$ cat src/rtl/decode_stage.sv
// Registered instruction decode stage with a 2-entry (output + skid) buffer.
// Upstream ready comes straight from a flop so it never sees downstream ready combinationally.
module decode_stage #(
    parameter int unsigned INSTR_WIDTH    = 36,
    parameter int unsigned PC_WIDTH       = 16,
    parameter int unsigned OPCODE_WIDTH   = 6,
    parameter int unsigned REG_ADDR_WIDTH = 4,
    parameter int unsigned IMM_MAX_WIDTH  = 14,
    parameter int unsigned SELECT_WIDTH   = 2
) (
    input  logic                      i_clk,
    input  logic                      i_rst,
    input  logic                      i_flush,
    input  logic                      i_valid,
    input  logic [INSTR_WIDTH-1:0]    i_instr,
    input  logic [PC_WIDTH-1:0]       i_pc,
    output logic                      o_ready,
    output logic                      o_valid,
    input  logic                      i_ready,
    output logic [OPCODE_WIDTH-1:0]   o_opcode,
    output logic [REG_ADDR_WIDTH-1:0] o_rd,
    output logic [REG_ADDR_WIDTH-1:0] o_rs1,
    output logic [REG_ADDR_WIDTH-1:0] o_rs2,
    output logic [IMM_MAX_WIDTH-1:0]  o_immRaw,
    output logic [SELECT_WIDTH-1:0]   o_immSel,
    output logic [PC_WIDTH-1:0]       o_pc,
    output logic                      o_illegal
);

    localparam int unsigned OpLsb  = INSTR_WIDTH - OPCODE_WIDTH;
    localparam int unsigned RdLsb  = OpLsb - REG_ADDR_WIDTH;
    localparam int unsigned Rs1Lsb = RdLsb - REG_ADDR_WIDTH;
    localparam int unsigned Rs2Lsb = Rs1Lsb - REG_ADDR_WIDTH;

    typedef struct packed {
        logic [OPCODE_WIDTH-1:0]   opcode;
        logic [REG_ADDR_WIDTH-1:0] rd;
        logic [REG_ADDR_WIDTH-1:0] rs1;
        logic [REG_ADDR_WIDTH-1:0] rs2;
        logic [IMM_MAX_WIDTH-1:0]  imm_raw;
        logic [SELECT_WIDTH-1:0]   imm_sel;
        logic [PC_WIDTH-1:0]       pc;
        logic                      illegal;
    } entry_t;

    entry_t r_out;
    entry_t r_skid;
    logic   r_out_valid;
    logic   r_skid_valid;
    logic   r_ready;

    entry_t w_dec;
    entry_t w_out_next;
    entry_t w_skid_next;
    logic   w_out_valid_next;
    logic   w_skid_valid_next;
    logic   w_accept;
    logic   w_consume;
    logic   w_unused_bits;

    // Bits between the register specifiers and the immediate field are not decoded here.
    assign w_unused_bits = ^i_instr[Rs2Lsb-1:IMM_MAX_WIDTH];

    assign w_accept  = i_valid && r_ready;
    assign w_consume = r_out_valid && i_ready;

    always_comb begin
        w_dec         = '0;
        w_dec.opcode  = i_instr[INSTR_WIDTH-1:OpLsb];
        w_dec.rd      = i_instr[OpLsb-1:RdLsb];
        w_dec.rs1     = i_instr[RdLsb-1:Rs1Lsb];
        w_dec.rs2     = i_instr[Rs1Lsb-1:Rs2Lsb];
        w_dec.pc      = i_pc;
        case (i_instr[INSTR_WIDTH-1 -: 2])
            2'b01: begin
                w_dec.imm_sel = SELECT_WIDTH'(1);
                w_dec.imm_raw = {{(IMM_MAX_WIDTH-8){1'b0}}, i_instr[7:0]};
            end
            2'b10: begin
                w_dec.imm_sel = SELECT_WIDTH'(2);
                w_dec.imm_raw = i_instr[IMM_MAX_WIDTH-1:0];
            end
            2'b11: begin
                w_dec.illegal = 1'b1;
            end
            default: begin
                w_dec.imm_sel = '0;
            end
        endcase
    end

    always_comb begin
        w_out_next        = r_out;
        w_out_valid_next  = r_out_valid;
        w_skid_next       = r_skid;
        w_skid_valid_next = r_skid_valid;
        if (i_flush) begin
            w_out_next        = '0;
            w_out_valid_next  = 1'b0;
            w_skid_next       = '0;
            w_skid_valid_next = 1'b0;
        end else if (!r_out_valid || w_consume) begin
            // Output slot frees up: the skid entry is older, so it always wins.
            if (r_skid_valid) begin
                w_out_next        = r_skid;
                w_out_valid_next  = 1'b1;
                w_skid_valid_next = 1'b0;
            end else if (w_accept) begin
                w_out_next       = w_dec;
                w_out_valid_next = 1'b1;
            end else begin
                w_out_valid_next = 1'b0;
            end
        end else if (w_accept) begin
            w_skid_next       = w_dec;
            w_skid_valid_next = 1'b1;
        end
    end

    always_ff @(posedge i_clk) begin
        if (i_rst) begin
            r_out        <= '0;
            r_skid       <= '0;
            r_out_valid  <= 1'b0;
            r_skid_valid <= 1'b0;
            r_ready      <= 1'b1;
        end else begin
            r_out        <= w_out_next;
            r_skid       <= w_skid_next;
            r_out_valid  <= w_out_valid_next;
            r_skid_valid <= w_skid_valid_next;
            r_ready      <= !w_skid_valid_next;
        end
    end

    assign o_ready   = r_ready;
    assign o_valid   = r_out_valid;
    assign o_opcode  = r_out.opcode;
    assign o_rd      = r_out.rd;
    assign o_rs1     = r_out.rs1;
    assign o_rs2     = r_out.rs2;
    assign o_immRaw  = r_out.imm_raw;
    assign o_immSel  = r_out.imm_sel;
    assign o_pc      = r_out.pc;
    assign o_illegal = r_out.illegal;

endmodule

$ cat config.mk
export PLATFORM = sky130hd
export DESIGN_NAME = decode_stage
export DESIGN_NICKNAME = d
export VERILOG_FILES = /design/src/rtl/decode_stage.sv
export SDC_FILE = /design/constraint.sdc
export NUM_CORES = 1
export LEC_CHECK = 0
export ABC_AREA = 0
export CORE_MARGIN = 2
export CORE_UTILIZATION = 50
export DETAILED_ROUTE_END_ITERATION = 8
export GPL_TIMING_DRIVEN = 0
export HOLD_SLACK_MARGIN = 0.06
export PLACE_DENSITY = 0.88
export SLEW_MARGIN = 20
export SYNTH_ARGS = -nofsm -noshare
export SYNTH_HDL_FRONTEND = slang
export SYNTH_SLANG_ARGS = --single-unit
$ cat constraint.sdc
create_clock -name i_clk -period 2 [get_ports i_clk]
set_input_delay 0.5 -clock i_clk [delete_from_list [all_inputs] [get_ports i_clk]]
set_output_delay 0.5 -clock i_clk [all_outputs]
set_load 0.01 [all_outputs]
# After elaboration in Yosys (flattened, before gate mapping)
# Cells that the tools add are included.
[classes] bitwise=1 n_div=0 n_reduce_logical=9 add_sub_neg=0 n_mux=10 magnitude_cmp=0 shift=0 n_eq_ne=3 multipliers=0
[ops] op="51-bit two-way mux" n=2
[ops] op="14-bit one-hot mux with 2 select lines" n=1
[ops] op="1-bit two-way mux" n=6
[ops] op="2-bit == test (second input constant)" n=2
[ops] op="2-bit one-hot mux with 2 select lines" n=1
[ops] op="2-bit AND reduction" n=2
[ops] op="2-bit by 1-bit == test with 1-bit output (second input constant)" n=1
[ops] op="1-bit logical AND" n=2
[ops] op="1-bit logical NOT" n=2
[ops] op="2-bit nonzero test" n=1
[ops] op="2-bit OR reduction" n=1
[ops] op="1-bit logical OR" n=1
[ops] op="1-bit NOT" n=1
[totals] reg_bits=105 latch_bits=0 input_bits=57 romBits=0 output_inout_bits=53 word_cells=42 ram_bits=0 mem_count=0

# Longest topological paths before layout
# Gate-level depths: netlist (run 1).
[logic_depth] word_depth=5 depth_mapped=6 mapped_depth_nobuf=5

# Least setup slack after synthesis (run 1)
# No wires, ideal clock.
[synth_path] path_kind="input-to-reg" from="in i_instr[34]" to="reg r_out, in the netlist o_immRaw[5]" t_arrival_ns=1.586 n_path_buf=0 stages=4 t_required_ns=1.911 setup_ns=0.089 setup_slack_ns=0.326 path_cell_list="inv_1 -> ha_1 -> or4b_1 -> a311oi_2"
[synth_between] elab_chain_len=4 elab_cells_between_ends=5 cone_classes="eq/ne (2); mux (3)"
[synth_lines] element="start, declared" line_no="15" source="input logic [INSTR_WIDTH-1:0] i_instr,"
[synth_lines] element="2-bit == test or 2-bit by 1-bit == test with 1-bit output (tied branches)" line_no="74" source="case (i_instr[INSTR_WIDTH-1 -: 2])"
[synth_lines] element="14-bit one-hot mux with 2 select lines (*)" line_no="74"
[synth_lines] element="51-bit two-way mux (*)" line_no="108" source="end else if (w_accept) begin"
[synth_lines] element="51-bit two-way mux (*)" line_no="104" source="if (r_skid_valid) begin"
[synth_lines] element="end signal, assigned" line_no="128" source="r_out <= w_out_next;"
[synth_lines] element="end, declared" line_no="46" source="entry_t r_out;"
# Mark *: on every way between the ends. The rest lies on a longest branch, timed or not. The select of a mux whose other input is x is not followed.
# A chain may end at the register's enable or synchronous reset.

# Worst setup path in the final report (run 1)
[layout_path] from="reg r_ready, in the netlist o_ready" to="out o_ready"
[layout_lines] element="start, declared" line_no="50" source="logic r_ready;"
[layout_lines] element="start signal, assigned" line_no="132" source="r_ready <= !w_skid_valid_next;"
[layout_lines] element="end, declared" line_no="17" source="output logic o_ready,"
# No word-level cell between the ends.

==> impl_metrics.tcl, run 1 <==
set metrics [dict create \
    first_pass_iters 5 \
    root_buffer "clkbuf_8" \
    seq_area_frac_synth_pct 45.89 \
    grt_max_degree 18 \
    critPathBufInv 1 \
    hold_buffers 0 \
    core_mm2 0.008806 \
    antenna_found_initial 1 \
    hold_path_class "register to register" \
    avgSynthCellArea_um2 9.273 \
    placed_cells 707 \
    clockBufferDepth 2 \
    critPathRequiredTime_ns 1.50 \
    yosysUniqueCellTypes 31 \
    slew_viol_final 0 \
    leakage_nw 2.000 \
    track_usage_pct 24.34 \
    synth_nets 556 \
    cts_sinks 105 \
    grt_pass1_vias 4151 \
    die_y_um 99.72 \
    ant_nets 0 \
    ys.flop_type "dfxtp_1" \
    cts.clk_slew.worst_paths_ns 0.10 \
    setup_violations 0 \
    gr-total-overflow 0 \
    stdcell_count 724 \
    rsz0062_at_grt "no" \
    drcViolationCount 0 \
    die_w_um 99.72 \
    cts_tree "yes" \
    clock_latency_ns 0.36 \
    nFillCells 698 \
    nets 672 \
    finalCritPeriodShare_pct 93.98 \
    hold_viol_final 0 \
    path_class "register to primary output" \
    syn2layout_area_growth_pct 30.07 \
    max_slew_margin_pct 48.34 \
    crit_arrival_ns 1.38 \
    power_density_mw_per_mm2 668.6 \
    port_buffers 105 \
    cts_made_buffers 9 \
    critPathTopFamily "buffers and inverters" \
    ys_async_sr_fraction_pct 0 \
    ys_seq_elements 105 \
    synth_edf_count 0 \
    synth.cell_area_mm2 0.004581 \
    worst_pin_slew_ns 0.7749 \
    synthCells 494 \
    post-dp-hpwl_mm 8.853 \
    via_per_inst 5.691 \
    die_area_mm2 0.009943 \
    seq_area_mm2 0.002102 \
    drive_gt1_share_pct 12.68 \
    rows 34 \
    pin_count 110 \
    max-cap-violations 0 \
    h-tree-depth 3 \
    crit_path_max_fanout 5 \
    status "finished clean" \
    vias 4120 \
    fin_skew_ns 0.009050 \
    wl_per_cell_um 16.55 \
    ir_worst_vdd_v 0.0003580 \
    finalCriticalPeriod_ns 1.880 \
    endpoint_kind "primary output" \
    routabilityCongestion 0.8667 \
    max_freq_mhz 532.0 \
    path_cells "clkdlybuf4s50_1" \
    worstSetupStartpointType "register" \
    wl_mm 11.98 \
    start_util_pct 52.02 \
    max_stage_delay_ns 0.60 \
    crit_slowest_cell "clkdlybuf4s50_1" \
    grt_pass1_wl_mm 19.59 \
    p_total_w 0.003984 \
    ys_warn_count 0 \
    drt_iter0_markers 212 \
    multi_input_comb_area_mm2 0.002228 \
]
## layout by cell type (no fill, tap or decap), types with 2 or more instances in the layout
cell type          n
nor2_1             2
inv_1              2
clkbuf_8          10
nand3b_1           6
or4b_1             2
clkdlybuf4s50_1  103
buf_1              2
nand2_1          102
a211oi_2          37
dfxtp_1          105
nand3_1           20
ha_1               4
mux2i_1           37
o221a_1            7
nor3b_1            7
a21oi_1           91
nand4_1            6
clkbuf_1          27
clkinvlp_4         3
buf_2             13
buf_6              6
o211a_1            6
## kinds of logic (layout without fill, tap and decap cells)
kind of cell | Yosys count | after routing | share of synthesized area (%)
simple gates | 151 | 151 | 15.11
flops | 105 | 105 | 45.89
mux | 37 | 37 | 8.085
other cells | 0 | 1 | 0
buf+inv | 51 | 172 | 5.599
fa+ha+maj | 5 | 5 | 1.366
compound gates | 145 | 145 | 23.96
## metal layers
metal	track usage [%]	routed length (µm)	vias to the layer above
met5	0	0	-
met4	8.535	249	0
met3	5.271	779	22
met2	42.20	5871	143
met1	29.85	5080	1974
li1	-	-	1981
## cell usage after synthesis, drive strengths merged, types with 2 or more instances
master,n,share of area (%)
nand4,6,0.82
or4b,2,0.44
o221a,7,1.7
a211oi,37,10
inv,3,0.25
nor2,2,0.16
dfxtp,105,46
nand2,102,8.4
nor3b,7,1.1
clkbuf,26,2.1
mux2i,37,8.1
ha,5,1.4
nand3,20,2.2
a21oi,91,9.9
nand3b,6,0.98
o211a,6,1.3
buf,22,3.2
## what timing repair did
| item | CTS | global route |
|---|---|---|
| buffers inserted | 0 | 0 |
| setup endpoints to repair | 8 | 1 |
| hold endpoints to repair | 0 | 0 |
| resized for setup | 2 | 2 |
## report_power, final
group          internal [W]  switching (W)  leakage, nW
Clock              0.000495       0.000736       0.0822
Combinational      0.000289       0.000294         1.07
Sequential          0.00214      0.0000298        0.852
## final cells by class
class                   instances  area share, %
well taps                     108          2.268
clock inverters                 5         0.6720
diodes                          1        0.04200
flip-flops and latches        105          35.28
plain buffers                  48          4.116
repair buffers                105          17.66
inverters                       3         0.1890
clock buffers                  11          2.373
multi-input cells             338          37.40
## stage by stage
step | cell area [µm²] | TNS (ns) | hold slack [ns] | setup slack, ns | util (%)
finish | 5958 | 0 | 0.4613 | 0.1204 | 67.66
global route | 5958 | 0 | 0.4817 | 0.02606 | 67.66
CTS | 5951 | 0 | 0.4589 | 0.05339 | 67.58
detailed placement | 5767 | -14.10 | 0.4454 | -0.5179 | 65.49
global placement | 5767 | -9.945 | 0.4380 | -0.4726 | 65.49
floorplan | 4581 | 0 | 0.4321 | 0.3256 | -
## state kept, by name, summed over array words and instances, names as in the netlist
name,cells
o_illegal,1
o_immRaw,14
o_immSel,2
o_opcode,6
o_pc,16
o_rd,4
o_ready,1
o_rs1,4
o_rs2,4
o_valid,1
r_skid,51
r_skid_valid,1
## worst paths after layout
| path | startpoint | to | slack, ns | cells after the start |
|---|---|---|---|---|
| worst max-delay path | o_ready$_SDFF_PP1_ | o_ready | 0.12 | 1 |
| worst min-delay path | r_skid[38]$_SDFFE_PP0P_ | r_skid[38]$_SDFFE_PP0P_ | 0.46 | 2 |
| worst max register to register | o_ready$_SDFF_PP1_ | o_opcode[1]$_SDFFE_PP0P_ | 0.40 | 5 |
| worst min register to register | r_skid[38]$_SDFFE_PP0P_ | r_skid[38]$_SDFFE_PP0P_ | 0.46 | 2 |
Note: power is estimated with default switching activity, not from simulation.
==> inputs of run 2 (changes only) <==
- SETUP_SLACK_MARGIN: default -> 0.05
==> run 2 against run 1 <==
Wire length fell by 0.18%. Clock power barely moved. Fmax fell by 0.20%. Critical path depth did not move. Clock skew barely moved. Combinational power barely moved. Via count rose by 0.39%. Cell count did not move. Sequential power barely moved. Cell area barely moved. Register-to-register slack barely moved. Sequential share of layout area barely moved. Critical endpoint unchanged. Highest routed layer unchanged.
==> impl_metrics.tcl, run 2 (synthesis gave the netlist of run 1 again) <==
set metrics [dict create \
    critPathTopFamily "buffers and inverters" \
    crit_arrival_ns 1.38 \
    rr_endpoint "o_opcode[1]$_SDFFE_PP0P_" \
    cts_sinks 105 \
    path_class "register to primary output" \
    cts_tree "yes" \
    pwr-share-comb_pct 14.7 \
    gr-total-overflow 0 \
    critPathRequiredTime_ns 1.50 \
    hold_viol_final 0 \
    via_per_inst 5.713 \
    place_area_mm2 0.005767 \
    crit_slowest_cell "clkdlybuf4s50_1" \
    core_mm2 0.008806 \
    post-dp-hpwl_mm 8.853 \
    drt_iter0_markers 197 \
    die_area_mm2 0.009943 \
    max_stage_delay_ns 0.61 \
    slew_viol_final 0 \
    path_cells "clkdlybuf4s50_1" \
    die_w_um 99.72 \
    clock_latency_ns 0.36 \
    reg2reg_depth 5 \
    p_int_w 0.002924 \
    mostFrequentLayoutCell "dfxtp_1" \
    path_depth 1 \
    vias 4136 \
    post-place-ws_ns -0.5179 \
    endpoint_kind "primary output" \
    worst_pin_slew_ns 0.7691 \
    rows 34 \
    syn2layout_area_growth_pct 30.10 \
    max-cap-violations 0 \
    port_buffers 105 \
    setup_slack_ns 0.1166 \
    drcViolationCount 0 \
    max_freq_mhz 531.0 \
    rsz0062_at_grt "yes" \
    die_y_um 99.72 \
    status "finished clean" \
    antenna_found_initial 1 \
    hold_path_class "register to register" \
    seqPwrFrac_pct 54.5 \
    wl_mm 11.96 \
    timing.setup.tns_ns 0 \
    max_slew_margin_pct 48.73 \
    pin_count 110 \
    postCtsSetupBuffers 0 \
    leakage_nw 2.002 \
    r2r-start "o_ready$_SDFF_PP1_" \
    track_usage_pct 24.34 \
    first_pass_iters 5 \
    grt_max_degree 18 \
    critPathBufInv 1 \
    nets 672 \
    worstSetupStartpointType "register" \
    ant_nets 0 \
    clkPwrFrac_pct 30.8 \
    stdcell_count 724 \
    root_buffer "clkbuf_8" \
    largest_register_ffs 51 \
    grt_pass1_wl_mm 19.59 \
    grt_pass1_vias 4151 \
    wl_per_cell_um 16.52 \
    mostFrequentLayoutCells "dfxtp_1, clkdlybuf4s50_1, nand2_1" \
    cts_made_buffers 9 \
    routabilityCongestion 0.8667 \
    netSwitchingPower_w 0.001056 \
    cts.clk_slew.worst_paths_ns 0.10 \
    crit_path_end "o_ready" \
    p_total_w 0.003979 \
    power_density_mw_per_mm2 667.7 \
    h-tree-depth 3 \
    drive_gt1_share_pct 12.85 \
    rrSetupSlack_ns 0.40 \
    crit_path_max_fanout 5 \
    stdcell_area_mm2 0.005959 \
    placed_cells 707 \
    finalCriticalPeriod_ns 1.883 \
    ir_worst_vdd_v 0.0003575 \
    crit_start "o_ready$_SDFF_PP1_" \
    p_sw_share_pct 26.53 \
    fin_skew_ns 0.009229 \
    top_register "r_skid" \
    setup_violations 0 \
    finalCritPeriodShare_pct 94.17 \
    start_util_pct 52.02 \
    clockBufferDepth 2 \
]
## run 2: power groups by stage
stage / clock [W] / combinational (W) / sequential [W]
CTS: 0.00122 / 0.000583 / 0.00217
detailed placement: 0 / 0.000580 / 0.00222
finish: 0.00123 / 0.000584 / 0.00217
global route: 0.00131 / 0.000627 / 0.00218
global placement: 0 / 0.000562 / 0.00222
floorplan: 0 / 0.000274 / 0.00223
## run 2: worst min-delay path by stage
| stage | endpoint | slack, ns | from | cells after the start |
|---|---|---|---|---|
| final | r_skid[38]$_SDFFE_PP0P_ | 0.46 | r_skid[38]$_SDFFE_PP0P_ | 2 |
| after global routing | r_skid[16]$_SDFFE_PP0P_ | 0.48 | r_skid[16]$_SDFFE_PP0P_ | 2 |
| after CTS | r_skid[19]$_SDFFE_PP0P_ | 0.46 | r_skid[19]$_SDFFE_PP0P_ | 2 |
| after detailed placement | r_skid[19]$_SDFFE_PP0P_ | 0.45 | r_skid[19]$_SDFFE_PP0P_ | 2 |
| after global placement | r_skid[21]$_SDFFE_PP0P_ | 0.44 | r_skid[21]$_SDFFE_PP0P_ | 2 |
| after floorplan | r_skid[19]$_SDFFE_PP0P_ | 0.43 | r_skid[19]$_SDFFE_PP0P_ | 2 |
## run 2: final cells by class
class                           count  area (µm²)
Timing Repair Buffer              105        1052
Clock buffer                       11       141.4
Fill cell                         699        2846
Multi-Input combinational cell    338        2228
Clock inverter                      5       40.04
Antenna cell                        1       2.502
Tap cell                          108       135.1
Inverter                            3       11.26
Buffer                             48       246.5
Sequential cell                   105        2102
## run 2: through the flow
step | utilization, % | hold slack, ns
final | 67.68 | 0.4613
after global routing | 67.68 | 0.4817
after CTS | 67.58 | 0.4589
after detailed placement | 65.49 | 0.4454
after global placement | 65.49 | 0.4380
after floorplan | - | 0.4321
## run 2: timing repair
item | 4_1_cts | 5_1_grt
endpoints found under the setup margin | 9 | 2
hold buffers | 0 | 0
gates resized for setup | 2 | 4
endpoints found under the hold margin | 0 | 0
## run 2: layer usage
| layer | wire (µm) | global-route usage (%) |
|---|---|---|
| met1 | 5110 | 29.85 |
| met4 | 226 | 8.535 |
| met5 | 0 | 0 |
| met2 | 5914 | 42.20 |
| met3 | 706 | 5.271 |
==> inputs of run 3 (changes only) <==
- CORE_UTILIZATION: 50 -> 45
- PLACE_DENSITY: 0.88 -> 0.82
- RECOVER_POWER: default -> 100
==> run 3 against run 2 <==
Setup slack worse by 0.035 ns. Die area grew 11%. Total power grew 2.4%. Clock power increased by 9%. Via count grew 0.17%. Sequential power barely moved. Utilization down 6.9 points. Cell area is 0.17% higher.
==> impl_metrics.tcl, run 3 (synthesis gave the netlist of run 1 again) <==
set metrics [dict create \
    max_slew_margin_pct 51.72 \
    die_area_mm2 0.01100 \
    setup_violations 0 \
    cts_made_buffers 9 \
    cts_sinks 105 \
    power_density_mw_per_mm2 682.3 \
    h-tree-depth 3 \
    postCtsSetupBuffers 0 \
    start_util_pct 46.65 \
    die_y_um 104.9 \
    max_freq_mhz 521.3 \
    largest_register_ffs 51 \
    critPathBufInv 3 \
    hold_viol_final 0 \
    leakage_nw 2.150 \
    top_register "r_skid" \
    critPathRequiredTime_ns 2.27 \
    finalCritPeriodShare_pct 95.91 \
    crit_path_max_fanout 10 \
    post-dp-hpwl_mm 8.927 \
    path_cells "clkdlybuf4s50_1, a21o_1, buf_4, clkbuf_1, a21oi_1, a211oi_1" \
    finalCriticalPeriod_ns 1.918 \
    mostFrequentLayoutCells "dfxtp_1, nand2_1, a21oi_1" \
    max-cap-violations 0 \
    core_mm2 0.009819 \
    stdcell_area_mm2 0.005969 \
    clockBufferDepth 2 \
    via_per_inst 5.531 \
    routabilityCongestion 0.8004 \
    rsz0062_at_grt "no" \
    slew_viol_final 0 \
    drcViolationCount 0 \
    p_total_w 0.004073 \
    worstSetupStartpointType "primary input" \
    holdPathStages 2 \
    gr-total-overflow 0 \
    wl_per_cell_um 16.57 \
    cts_tree "yes" \
    drt_iter0_markers 204 \
    track_usage_pct 22.55 \
    hold_buffers 0 \
    grt_pass1_vias 4097 \
    antenna_found_initial 1 \
    worst_pin_slew_ns 0.7242 \
    cts.clk_slew.worst_paths_ns 0.10 \
    vias 4143 \
    pin_count 110 \
    place_area_mm2 0.005798 \
    fin_skew_ns 0.006998 \
    port_buffers 105 \
    ctsResizeCount 2 \
    path_depth 6 \
    reg2reg_depth 5 \
    syn2layout_area_growth_pct 30.32 \
    crit_arrival_ns 2.19 \
    endpoint_kind "register" \
    hold_path_class "register to register" \
    max_stage_delay_ns 0.52 \
    root_buffer "clkbuf_8" \
    grt_max_degree 17 \
    stdcell_count 749 \
    path_class "primary input to register" \
    drive_gt1_share_pct 11.22 \
    rows 36 \
    wl_mm 12.41 \
    critPathTopFamily "buffers and inverters" \
    ir_worst_vdd_v 0.0004476 \
    mostFrequentLayoutCell "dfxtp_1" \
    clock_latency_ns 0.37 \
    nFillCells 857 \
    first_pass_iters 5 \
    final_core_util_pct 60.79 \
    ant_nets 0 \
    crit_slowest_cell "clkdlybuf4s50_1" \
    status "finished clean" \
    nets 672 \
    placed_cells 732 \
    die_w_um 104.9 \
    grt_pass1_wl_mm 20.17 \
    hold_slack_ns 0.4597 \
]
[run 3: cell types whose count changed in the layout (fill, tap and decap cells not counted), sizes merged, moves of 5 or more]
| cell | change |
|---|---|
| clkdlybuf4s50 | -53 |
| buf | -5 |
| clkbuf | +6 |
| dlygate4sd3 | +53 |
[run 3: per-stage QoR]
step           worst slack (ns)  TNS [ns]
2_1_floorplan            0.3256         0
3_3_place_gp            -0.5239    -10.34
3_5_place_dp            -0.5978    -15.11
4_1_cts                 0.08186         0
5_1_grt                 0.03350         0
6_report                0.08181         0
[run 3: worst min-delay path, delay by kind of cell (launching register included)]
kind             cells  cell delay [ns]
AO/OA/AOI/OAI        1             0.05
AND/OR/NAND/NOR      1             0.05
flip-flops           1             0.32
[run 3: metal layers]
layer / routed length, µm / vias up / GRT usage [%] / share of wire (%)
met5: 0 / - / 0 / 0
met4: 172 / 0 / 6.571 / 1.4
met3: 880 / 19 / 5.926 / 7.1
met2: 6069 / 144 / 38.36 / 49
met1: 5285 / 1997 / 28.02 / 43
li1: - / 1983 / - / -
[run 3: cell type report]
class                           instances  area [µm²]  area share [%]
Antenna cell                            1       2.502         0.04192
Buffer                                 48       244.0           4.087
Clock buffer                           12       145.1           2.431
Clock inverter                          4       52.55          0.8803
Inverter                                3       11.26          0.1886
Multi-Input combinational cell        338        2193           36.74
Sequential cell                       105        2102           35.21
Tap cell                              133       166.4           2.788
Timing Repair Buffer                  105        1052           17.63
[run 3: power by group]
group          switching, W  internal [W]
Sequential        0.0000275       0.00214
Combinational      0.000293      0.000270
Clock              0.000728      0.000615
Total               0.00105       0.00302
[run 3: path summary, 6_finish.rpt]
kind	start	end	slack, ns
worst min register to register	r_skid[20]$_SDFFE_PP0P_	r_skid[20]$_SDFFE_PP0P_	0.46
worst max register to register	o_ready$_SDFF_PP1_	o_opcode[4]$_SDFFE_PP0P_	0.32
worst max-delay path	i_valid	o_opcode[4]$_SDFFE_PP0P_	0.08
worst min-delay path	r_skid[20]$_SDFFE_PP0P_	r_skid[20]$_SDFFE_PP0P_	0.46
